### config.mk
export PLATFORM = sky130hd
export DESIGN_NAME = root_host_input_unit
export DESIGN_NICKNAME = d
export VERILOG_FILES = /design/src/rtl/root_host_input_unit_pkg.sv /design/src/rtl/fifo_sync.sv /design/src/rtl/root_host_input_unit.sv
export SDC_FILE = /design/constraint.sdc
export NUM_CORES = 1
export LEC_CHECK = 0
export ABC_AREA = 1
export CORE_UTILIZATION = 50
export CTS_CLUSTER_SIZE = 28
export DETAILED_ROUTE_END_ITERATION = 8
export GPL_TIMING_DRIVEN = 0
export PLACE_DENSITY = 0.71
export RECOVER_POWER = 25
export SLEW_MARGIN = 20
export SYNTH_ARGS = -nofsm -noshare
export SYNTH_HDL_FRONTEND = slang
export SYNTH_HIERARCHICAL = 1
export SYNTH_SLANG_ARGS = --single-unit
### constraint.sdc
create_clock -name clk -period 3.7 [get_ports clk]
set_input_delay 0.925 -clock clk [delete_from_list [all_inputs] [get_ports clk]]
set_output_delay 0.925 -clock clk [all_outputs]
set_load 0.05 [all_outputs]
### src/rtl/root_host_input_unit_pkg.sv
// Shared router flit definitions and local types for the root host input unit.
package root_host_input_unit_pkg;

    localparam int ROUTER_INFO_WIDTH = 4;
    localparam int ROUTER_ADDR_WIDTH = 16;
    localparam int ROUTER_DATA_WIDTH = 16;
    localparam int ROUTER_WIDTH      = ROUTER_INFO_WIDTH + ROUTER_ADDR_WIDTH + ROUTER_DATA_WIDTH;

    localparam logic [ROUTER_INFO_WIDTH-1:0] ROUTER_INFO_WRITE    = 4'h1;
    localparam logic [ROUTER_INFO_WIDTH-1:0] ROUTER_INFO_READ_REQ = 4'h2;
    localparam logic [ROUTER_INFO_WIDTH-1:0] ROUTER_INFO_READ     = 4'h3;

    // Depth of the root read-return FIFO; bounds the number of reads in flight.
    localparam int TOT_FIFO_DEPTH = 16;

    localparam logic OP_WRITE = 1'b0;
    localparam logic OP_READ  = 1'b1;

    typedef enum logic {
        ST_IDLE  = 1'b0,
        ST_ISSUE = 1'b1
    } hiu_state_e;

    // Builds one router flit; read requests carry no payload.
    function automatic logic [ROUTER_WIDTH-1:0] make_flit(
        input logic                         op,
        input logic [ROUTER_ADDR_WIDTH-1:0] addr,
        input logic [ROUTER_DATA_WIDTH-1:0] data
    );
        logic [ROUTER_INFO_WIDTH-1:0] info;
        logic [ROUTER_DATA_WIDTH-1:0] payload;
        info    = (op == OP_READ) ? ROUTER_INFO_READ_REQ : ROUTER_INFO_WRITE;
        payload = (op == OP_READ) ? '0 : data;
        return {info, addr, payload};
    endfunction

endpackage

### src/rtl/fifo_sync.sv
// Single-clock show-ahead FIFO; the head entry is visible on pop_data whenever not empty.
module fifo_sync #(
    parameter int WIDTH = 8,
    parameter int DEPTH = 8
) (
    input  logic             clk,
    input  logic             rst,
    input  logic             push,
    input  logic [WIDTH-1:0] push_data,
    input  logic             pop,
    output logic [WIDTH-1:0] pop_data,
    output logic             full,
    output logic             empty
);

    localparam int AW = $clog2(DEPTH);

    logic [AW:0]      wr_ptr_q, wr_ptr_d;
    logic [AW:0]      rd_ptr_q, rd_ptr_d;
    logic [WIDTH-1:0] mem_q [DEPTH];
    logic             do_push;
    logic             do_pop;

    // Pointers carry one extra wrap bit so full and empty can be told apart.
    assign empty    = (wr_ptr_q == rd_ptr_q);
    assign full     = (wr_ptr_q[AW] != rd_ptr_q[AW]) && (wr_ptr_q[AW-1:0] == rd_ptr_q[AW-1:0]);
    assign do_push  = push & ~full;
    assign do_pop   = pop & ~empty;
    assign pop_data = mem_q[rd_ptr_q[AW-1:0]];

    // Advance each pointer only on an accepted push or pop.
    always_comb begin
        wr_ptr_d = wr_ptr_q;
        rd_ptr_d = rd_ptr_q;
        if (do_push) begin
            wr_ptr_d = wr_ptr_q + {{AW{1'b0}}, 1'b1};
        end
        if (do_pop) begin
            rd_ptr_d = rd_ptr_q + {{AW{1'b0}}, 1'b1};
        end
    end

    // Pointer registers; reset empties the FIFO.
    always_ff @(posedge clk) begin
        if (rst) begin
            wr_ptr_q <= '0;
            rd_ptr_q <= '0;
        end else begin
            wr_ptr_q <= wr_ptr_d;
            rd_ptr_q <= rd_ptr_d;
        end
    end

    // Storage array; contents need no reset because empty masks stale entries.
    always_ff @(posedge clk) begin
        if (do_push && !rst) begin
            mem_q[wr_ptr_q[AW-1:0]] <= push_data;
        end
    end

endmodule

### src/rtl/root_host_input_unit.sv
// Root host input unit: buffers host commands and expands them into router flits,
// throttling reads so the root read-return FIFO can never overflow.
module root_host_input_unit
    import root_host_input_unit_pkg::*;
#(
    parameter int CMD_FIFO_DEPTH     = 8,
    parameter int MAX_RD_OUTSTANDING = TOT_FIFO_DEPTH,
    parameter int LEN_WIDTH          = 8
) (
    input  logic                 clk,
    input  logic                 rst,
    input  logic                 host_req_vld,
    output logic                 host_req_rdy,
    input  logic                 host_req_op,
    input  logic [15:0]          host_req_addr,
    input  logic [15:0]          host_req_data,
    input  logic [LEN_WIDTH-1:0] host_req_len,
    input  logic                 router_rdy,
    input  logic                 tx_block,
    output logic                 tx_en,
    output logic [35:0]          tx_data,
    input  logic                 rd_resp,
    output logic                 busy,
    output logic                 err_underflow
);

    localparam int CMD_WIDTH    = 1 + LEN_WIDTH + ROUTER_ADDR_WIDTH + ROUTER_DATA_WIDTH;
    localparam int RD_CNT_WIDTH = $clog2(MAX_RD_OUTSTANDING + 1);
    localparam logic [RD_CNT_WIDTH-1:0] RD_CNT_MAX = RD_CNT_WIDTH'(MAX_RD_OUTSTANDING);

    logic                         fifo_push;
    logic                         fifo_pop;
    logic                         fifo_full;
    logic                         fifo_empty;
    logic [CMD_WIDTH-1:0]         fifo_wr_data;
    logic [CMD_WIDTH-1:0]         fifo_rd_data;

    logic                         head_op;
    logic [LEN_WIDTH-1:0]         head_len;
    logic [ROUTER_ADDR_WIDTH-1:0] head_addr;
    logic [ROUTER_DATA_WIDTH-1:0] head_data;

    hiu_state_e                   state_q, state_d;
    logic                         cur_op_q, cur_op_d;
    logic [LEN_WIDTH-1:0]         cur_len_q, cur_len_d;
    logic [ROUTER_ADDR_WIDTH-1:0] cur_addr_q, cur_addr_d;
    logic [ROUTER_DATA_WIDTH-1:0] cur_data_q, cur_data_d;
    logic [LEN_WIDTH-1:0]         beat_q, beat_d;
    logic [RD_CNT_WIDTH-1:0]      rd_cnt_q, rd_cnt_d;
    logic                         err_q, err_d;

    logic                         can_send;
    logic                         send_read;
    logic [ROUTER_ADDR_WIDTH-1:0] beat_addr;

    assign host_req_rdy = ~fifo_full;
    assign fifo_push    = host_req_vld & ~fifo_full & ~rst;
    assign fifo_wr_data = {host_req_op, host_req_len, host_req_addr, host_req_data};

    assign head_op   = fifo_rd_data[CMD_WIDTH-1];
    assign head_len  = fifo_rd_data[CMD_WIDTH-2 -: LEN_WIDTH];
    assign head_addr = fifo_rd_data[ROUTER_ADDR_WIDTH+ROUTER_DATA_WIDTH-1 -: ROUTER_ADDR_WIDTH];
    assign head_data = fifo_rd_data[ROUTER_DATA_WIDTH-1:0];

    fifo_sync #(
        .WIDTH (CMD_WIDTH),
        .DEPTH (CMD_FIFO_DEPTH)
    ) u_cmd_fifo (
        .clk       (clk),
        .rst       (rst),
        .push      (fifo_push),
        .push_data (fifo_wr_data),
        .pop       (fifo_pop),
        .pop_data  (fifo_rd_data),
        .full      (fifo_full),
        .empty     (fifo_empty)
    );

    // Beat address wraps modulo 2^16; reads may only go out while the return FIFO has room.
    assign beat_addr = cur_addr_q + ROUTER_ADDR_WIDTH'(beat_q);
    assign can_send  = router_rdy & ~tx_block & ((cur_op_q == OP_WRITE) | (rd_cnt_q < RD_CNT_MAX));

    // Command FSM: IDLE pops the next command, ISSUE emits one flit per granted cycle.
    always_comb begin
        state_d    = state_q;
        cur_op_d   = cur_op_q;
        cur_len_d  = cur_len_q;
        cur_addr_d = cur_addr_q;
        cur_data_d = cur_data_q;
        beat_d     = beat_q;
        fifo_pop   = 1'b0;
        tx_en      = 1'b0;
        tx_data    = '0;
        if (!rst) begin
            case (state_q)
                ST_IDLE: begin
                    if (!fifo_empty) begin
                        fifo_pop   = 1'b1;
                        cur_op_d   = head_op;
                        cur_len_d  = head_len;
                        cur_addr_d = head_addr;
                        cur_data_d = head_data;
                        beat_d     = '0;
                        state_d    = ST_ISSUE;
                    end
                end
                ST_ISSUE: begin
                    if (can_send) begin
                        tx_en   = 1'b1;
                        tx_data = make_flit(cur_op_q, beat_addr, cur_data_q);
                        beat_d  = beat_q + LEN_WIDTH'(1);
                        if (beat_q == cur_len_q) begin
                            state_d = ST_IDLE;
                        end
                    end
                end
                default: begin
                    state_d = ST_IDLE;
                end
            endcase
        end
    end

    // Outstanding-read tracking; a response with nothing outstanding latches the error flag.
    always_comb begin
        rd_cnt_d  = rd_cnt_q;
        err_d     = err_q;
        send_read = tx_en & (cur_op_q == OP_READ);
        if (send_read && !rd_resp) begin
            rd_cnt_d = rd_cnt_q + RD_CNT_WIDTH'(1);
        end else if (!send_read && rd_resp) begin
            if (rd_cnt_q == '0) begin
                err_d = 1'b1;
            end else begin
                rd_cnt_d = rd_cnt_q - RD_CNT_WIDTH'(1);
            end
        end
    end

    // State registers; reset drops any burst in progress without completing it.
    always_ff @(posedge clk) begin
        if (rst) begin
            state_q    <= ST_IDLE;
            cur_op_q   <= OP_WRITE;
            cur_len_q  <= '0;
            cur_addr_q <= '0;
            cur_data_q <= '0;
            beat_q     <= '0;
            rd_cnt_q   <= '0;
            err_q      <= 1'b0;
        end else begin
            state_q    <= state_d;
            cur_op_q   <= cur_op_d;
            cur_len_q  <= cur_len_d;
            cur_addr_q <= cur_addr_d;
            cur_data_q <= cur_data_d;
            beat_q     <= beat_d;
            rd_cnt_q   <= rd_cnt_d;
            err_q      <= err_d;
        end
    end

    assign busy          = ~fifo_empty | (state_q == ST_ISSUE) | (rd_cnt_q != '0);
    assign err_underflow = err_q;

endmodule

======== Word level (Yosys, flattened, before mapping) ========
Memory sizes are Yosys's and may differ from the RTL's. A register that Yosys moved wholly into a read port is not among the register bits.
Index checks and enable logic that the tools add are counted.
Widths: inputs -> output; s select.
storage, ports and cells
  bits in writable memories ............... 328
  register bits ........................... 23
  output and inout port bits .............. 40
  memories ................................ 1
  logic and storage cells ................. 74
memory list
  name              words  bits a word  rd ports  clocked after Yosys merged registers in  write ports  line             text
  u_cmd_fifo.mem_q  8      41           1         1                                        1            fifo_sync.sv:20  logic [WIDTH-1:0] mem_q [DEPTH];
operators by class
  reduce and logical (&&, ||, !) cells .... 14
  equality and inequality tests ........... 7
  mux-type cells .......................... 22
  add/sub/neg operators ................... 6
  $lt $le $gt $ge ......................... 1
  bitwise gates (word level) .............. 17
operator list
  cell                 number
  $mux 34              2
  $mux 36              1
  $add 16x8->16        1
  $mux 16              1
  $mux 8               2
  $pmux 8 s2           1
  $mux 5               3
  $mux 1               10
  $add 4x1->4 const B  2
  $add 8x1->8 const B  1
  $eq 8x8->1           1
  $and 1x1->1          7
  $not 1->1            7
  $reduce_and 2->1     3
  $add 5x1->5 const B  1
  $logic_not 5->1      1
  $lt 5x5->1 const B   1
  $reduce_bool 5->1    1
  $sub 5x1->5 const B  1
  $eq 4x4->1           1
  $logic_and 1x1->1    4
  $ne 2x2->1 const B   2
  $eq 3x3->1           1
  $logic_not 1->1      3
  other kinds (7)      9

======== Longest topological paths before layout ========
Gate-level depths: netlist (run 1).
  depth in word-level cells ............... 11
  gate-level depth with buffers ........... 17
  gate-level depth less buffers ........... 15

======== Cells and area by module ========
Netlist (run 1), hierarchy kept.
by module, submodules not included
  module                area an instance (um^2)  times used  cells an instance
  fifo_sync             13,432.9                 1           1,110
  root_host_input_unit  3,286.9                  1           480

======== Worst setup path before layout (run 1) ========
No wires, ideal clock.
  path type ............................... register to register
  start point ............................. register u_cmd_fifo.wr_ptr_q[0]
  end point ............................... memory u_cmd_fifo/mem_q[7][0] (netlist name) (enable)
  required time ........................... 3.261 ns
  buffers on the path ..................... 0
  setup time .............................. 0.439 ns
  path slack .............................. -0.228 ns
  period minus slack after synthesis ...... 3.928 ns
  cell stages (with the launch flop) ...... 13
  arrival ................................. 3.489 ns
  cell sequence ........................... dfxtp_1 > inv_1 > nand2_1 > nand2_1 > nand4_2 > inv_1 > inv_1 > nand2_1 > nor2_1 > nand2_1 > nor2_1 > nand2_1 > nor2_1
on the way
  longest elaborated chain between the ends .. 9
RTL lines
  element                       line                        text
  start, declared               fifo_sync.sv:18             logic [AW:0] wr_ptr_q, wr_ptr_d;
  start signal, assigned        fifo_sync.sv:49             wr_ptr_q <= wr_ptr_d;
  $eq 3x3->1                    fifo_sync.sv:26             assign full = (wr_ptr_q[AW] != rd_ptr_q[AW]) && (wr_ptr_q[AW-1:0] == rd_ptr_q[AW-1:0]);
  $logic_and 1x1->1             fifo_sync.sv:26
  via fifo_full                 root_host_input_unit.sv:33  logic fifo_full;
  $not 1->1                     -
  via host_req_rdy              root_host_input_unit.sv:13  output logic host_req_rdy,
  $and 1x1->1 (2 in series)     root_host_input_unit.sv:57  assign fifo_push = host_req_vld & ~fifo_full & ~rst;
  via fifo_push                 root_host_input_unit.sv:31  logic fifo_push;
  $and 1x1->1                   fifo_sync.sv:27             assign do_push = push & ~full;
  $logic_and 1x1->1             fifo_sync.sv:56             if (do_push && !rst) begin
  $mux 1                        fifo_sync.sv:56
  $mux 1 (not written as such)  fifo_sync.sv:57             mem_q[wr_ptr_q[AW-1:0]] <= push_data;
  end, declared                 fifo_sync.sv:20
The timed path passes the listed nets, and every way through them passes these cells.

======== Worst setup path after layout (run 1) ========
  start point ............................. input port rst
  end point ............................... output port tx_data[0]
on the way
  longest elaborated chain between the ends .. 1
RTL lines
  element          line                        text
  start, declared  root_host_input_unit.sv:11  input logic rst,
  $mux 36          root_host_input_unit.sv:94  if (!rst) begin
  end, declared    root_host_input_unit.sv:21  output logic [35:0] tx_data,
No other way between the ends.

==> metrics, run 1 <==
Yosys top cell area share=0.589; CTS Buf Count=42; GRT Total Usage=0.239; crit path kind=in -> out; number of setup violations in the final report=0; Worst Skew=0.0161 ns; status=completed; Root Buffer=clkbuf_16; worst hold path class=reg -> reg; required time of the critical path=2.77 ns; Die ar.=0.0342 mm^2; Finished Core Util=0.599; maximum clock rate=275 MHz; total grt overflow=0; most frequent cells in the layout=nor2_1, edfxtp_1, nand2_1, o21ai_0, o21ai_1; setup bufs post-CTS=0; cell accounting for the most synthesized area=edfxtp_1; antenna-violating nets left=0; htree depth=2; ys async rst share=0; setup TNS=0 ns; TritonRoute pass-1 iters=5; register area share after synthesis=0.669; arrival time worst endpoint=2.71 ns; Final Wtd Congestion=0.833; fin worst setup slack=0.0697 ns; drt drc=0; first-pass GRT wire length=62300 um; hold wc startpoint=cur_data_q[2]$_SDFFE_PP0P_; switching power share of the total=0.249; Die W=185 um; Top FF cell, synth=edfxtp_1; Post-Route WL=39900 um; Vias/cell=5.39; largest net degree at the start of global routing=24; Setup WS pre-CTS=-0.750 ns; CP endpoint kind=output port; die height=185 um; combinational fraction of design power=0.118; commonest non-fill, non-tap cell in the layout=nor2_1; final hold violation count=0; io pins=87; I/O Buffers=84; Area Growth Syn to Fin=17.2%; synth warn=6; Clock power frac=0.381; layout cells sized above 1=0.0920; Crit Path Max Fanout=9; r2r endpoint=u_cmd_fifo/rd_ptr_q[3]$_SDFFE_PP0P_; Leak=7.09 nW; Critical R2R Launch=u_cmd_fifo/wr_ptr_q[2]$_SDFFE_PP0P_; PwrDens=514 mW/mm^2; post-synthesis instance area=0.0167 mm^2; Cells after Synth=1590; startpoint types=input port; hold buffers post-CTS=0; post-CTS sizing=109; sequential cell fraction of total power=0.501; switching power=2.50 mW; DP HPWL=26600 um; Power Internal=7.56 mW; initial DRC count=1159; Clock Sinks=395; Clock Latency Late Sink=0.53 ns; Yosys cell types=39; Max-Cap Viols=0; R2R cell count=17; hold path endpoint=cur_data_q[2]$_SDFFE_PP0P_; via count=11900; Reg2Reg Setup Slack=0.52 ns; Slew @ Worst Pin=0.892 ns; crit share post-route=0.981; # nets final=1796; clock slew at reported path FFs=0.06 ns; diode count=0; relative slew slack=0.405; Initial Utilization=0.511; CTS tree=done; ranking of synthesized cells by area=edfxtp_1, dfxtp_1, nor2_1; initial antenna violation count=1; vias in the first global route=11600; design area=0.0196 mm^2; Synth Register Bits=395; core box area=0.0327 mm^2; Hold Path Stages=2; Max IR drop VDD=0.000383 V; Post-synth EDFFs=328; mean post-synth cell area=10.5 um^2; filler cell count=2709; Slew Limit Fails=0; maximum buffer depth of the clock tree=3; Cell Rows=66; drt wl/cell=18.1 um; placed inst area=0.0184 mm^2; RSZ-0062 raised after global routing=no; crit path time final=3.63 ns
[Yosys cell counts, types with 9 or more instances]
cell type	number
buf_2	20
nor2_1	354
dfxtp_1	67
edfxtp_1	328
inv_1	80
o21ai_1	110
xnor2_1	11
nand2_1	219
a21oi_1	53
nand3_1	34
clkbuf_1	41
nor2_4	9
o21ai_0	192
ha_1	17
[per-layer routing]
| layer | wire, um | track usage | vias to the layer above |
|---|---|---|---|
| met5 | 0 | 0 | - |
| met4 | 950 | 0.0757 | 0 |
| met3 | 2760 | 0.0401 | 86 |
| met2 | 19300 | 0.404 | 427 |
| met1 | 16800 | 0.316 | 5657 |
| li1 | - | - | 5704 |
[sequential cells by signal (all words and copies together) (netlist names), named ones only]
register / cells
rd_cnt_q: 5
cur_data_q: 16
state_q: 1
u_cmd_fifo/mem_q: 328
u_cmd_fifo/wr_ptr_q: 4
err_underflow: 1
beat_q: 8
cur_len_q: 8
cur_addr_q: 16
u_cmd_fifo/rd_ptr_q: 4
cur_op_q: 1
[power groups by stage]
stage               clock (mW)  sequential [mW]  combinational [mW]
global route              4.06             5.06                1.34
global placement             0             5.13                1.14
CTS                       3.88             5.04                1.20
detailed placement           0             5.13                1.19
finish                    3.83             5.04                1.19
floorplan                    0             5.13               0.765
[worst max path at each step]
stage                                             start                                 to  slack, ns  cells past startpoint
floorplan           u_cmd_fifo/wr_ptr_q[0]$_SDFFE_PP0P_   u_cmd_fifo/mem_q[1][0]$_DFFE_PP_      -0.18                     12
global placement                                    rst  u_cmd_fifo/mem_q[3][17]$_DFFE_PP_      -2.32                      7
detailed placement                                  rst                        tx_data[15]      -0.75                      9
CTS                                                 rst                        tx_data[28]      0.004                      9
global route                                        rst                         tx_data[2]      0.005                      8
finish                                              rst                         tx_data[0]       0.07                      8
[cell type report]
cell class | count | area, um^2 | share of cell area
Sequential cell | 395 | 11200 | 0.571
Multi-Input combinational cell | 1029 | 4830 | 0.246
Clock buffer | 58 | 1180 | 0.0601
Timing Repair Buffer | 95 | 1000 | 0.0511
Tap cell | 442 | 553 | 0.0282
Buffer | 83 | 453 | 0.0231
Inverter | 84 | 318 | 0.0162
Clock inverter | 16 | 76.3 | 0.00389
[logic make-up (layout without fill, tap and decap cells)]
family                     count (synthesis)  count (layout)  synth area share
AOI/OAI and AO/OA                        361             361             0.109
xor gates and xnor gates                  15              15           0.00786
adders and majority gates                 19              19            0.0151
buffers and inverters                    167             336            0.0457
DFF                                      395             395             0.669
other                                      1               2          0.000224
and+or+nand+nor                          632             632             0.153
[worst max-delay path, stage by stage]
cell and delay, ns:
clkdlybuf4s50_1 0.48, clkbuf_4 0.24, inv_4 0.13, nand2_4 0.11
nor2_4 0.18, inv_2 0.12, nor2_1 0.12, clkdlybuf4s15_2 0.38
[per-stage QoR]
step	power, mW	hold WS, ns	instances
after floorplan	5.89	0.430	1591
after CTS	10.1	0.464	2202
after global routing	10.5	0.482	2202
after global placement	6.27	0.445	2117
final	10.1	0.460	2202
after detailed placement	6.32	0.455	2128
Note: power is estimated with default switching activity, not from simulation.
==> run 2, diff against run 1 <==
- HOLD_SLACK_MARGIN: default -> 0.08
==> results of run 2 <==
No change in the layout: final DEF, timing and power equal those of run 1.
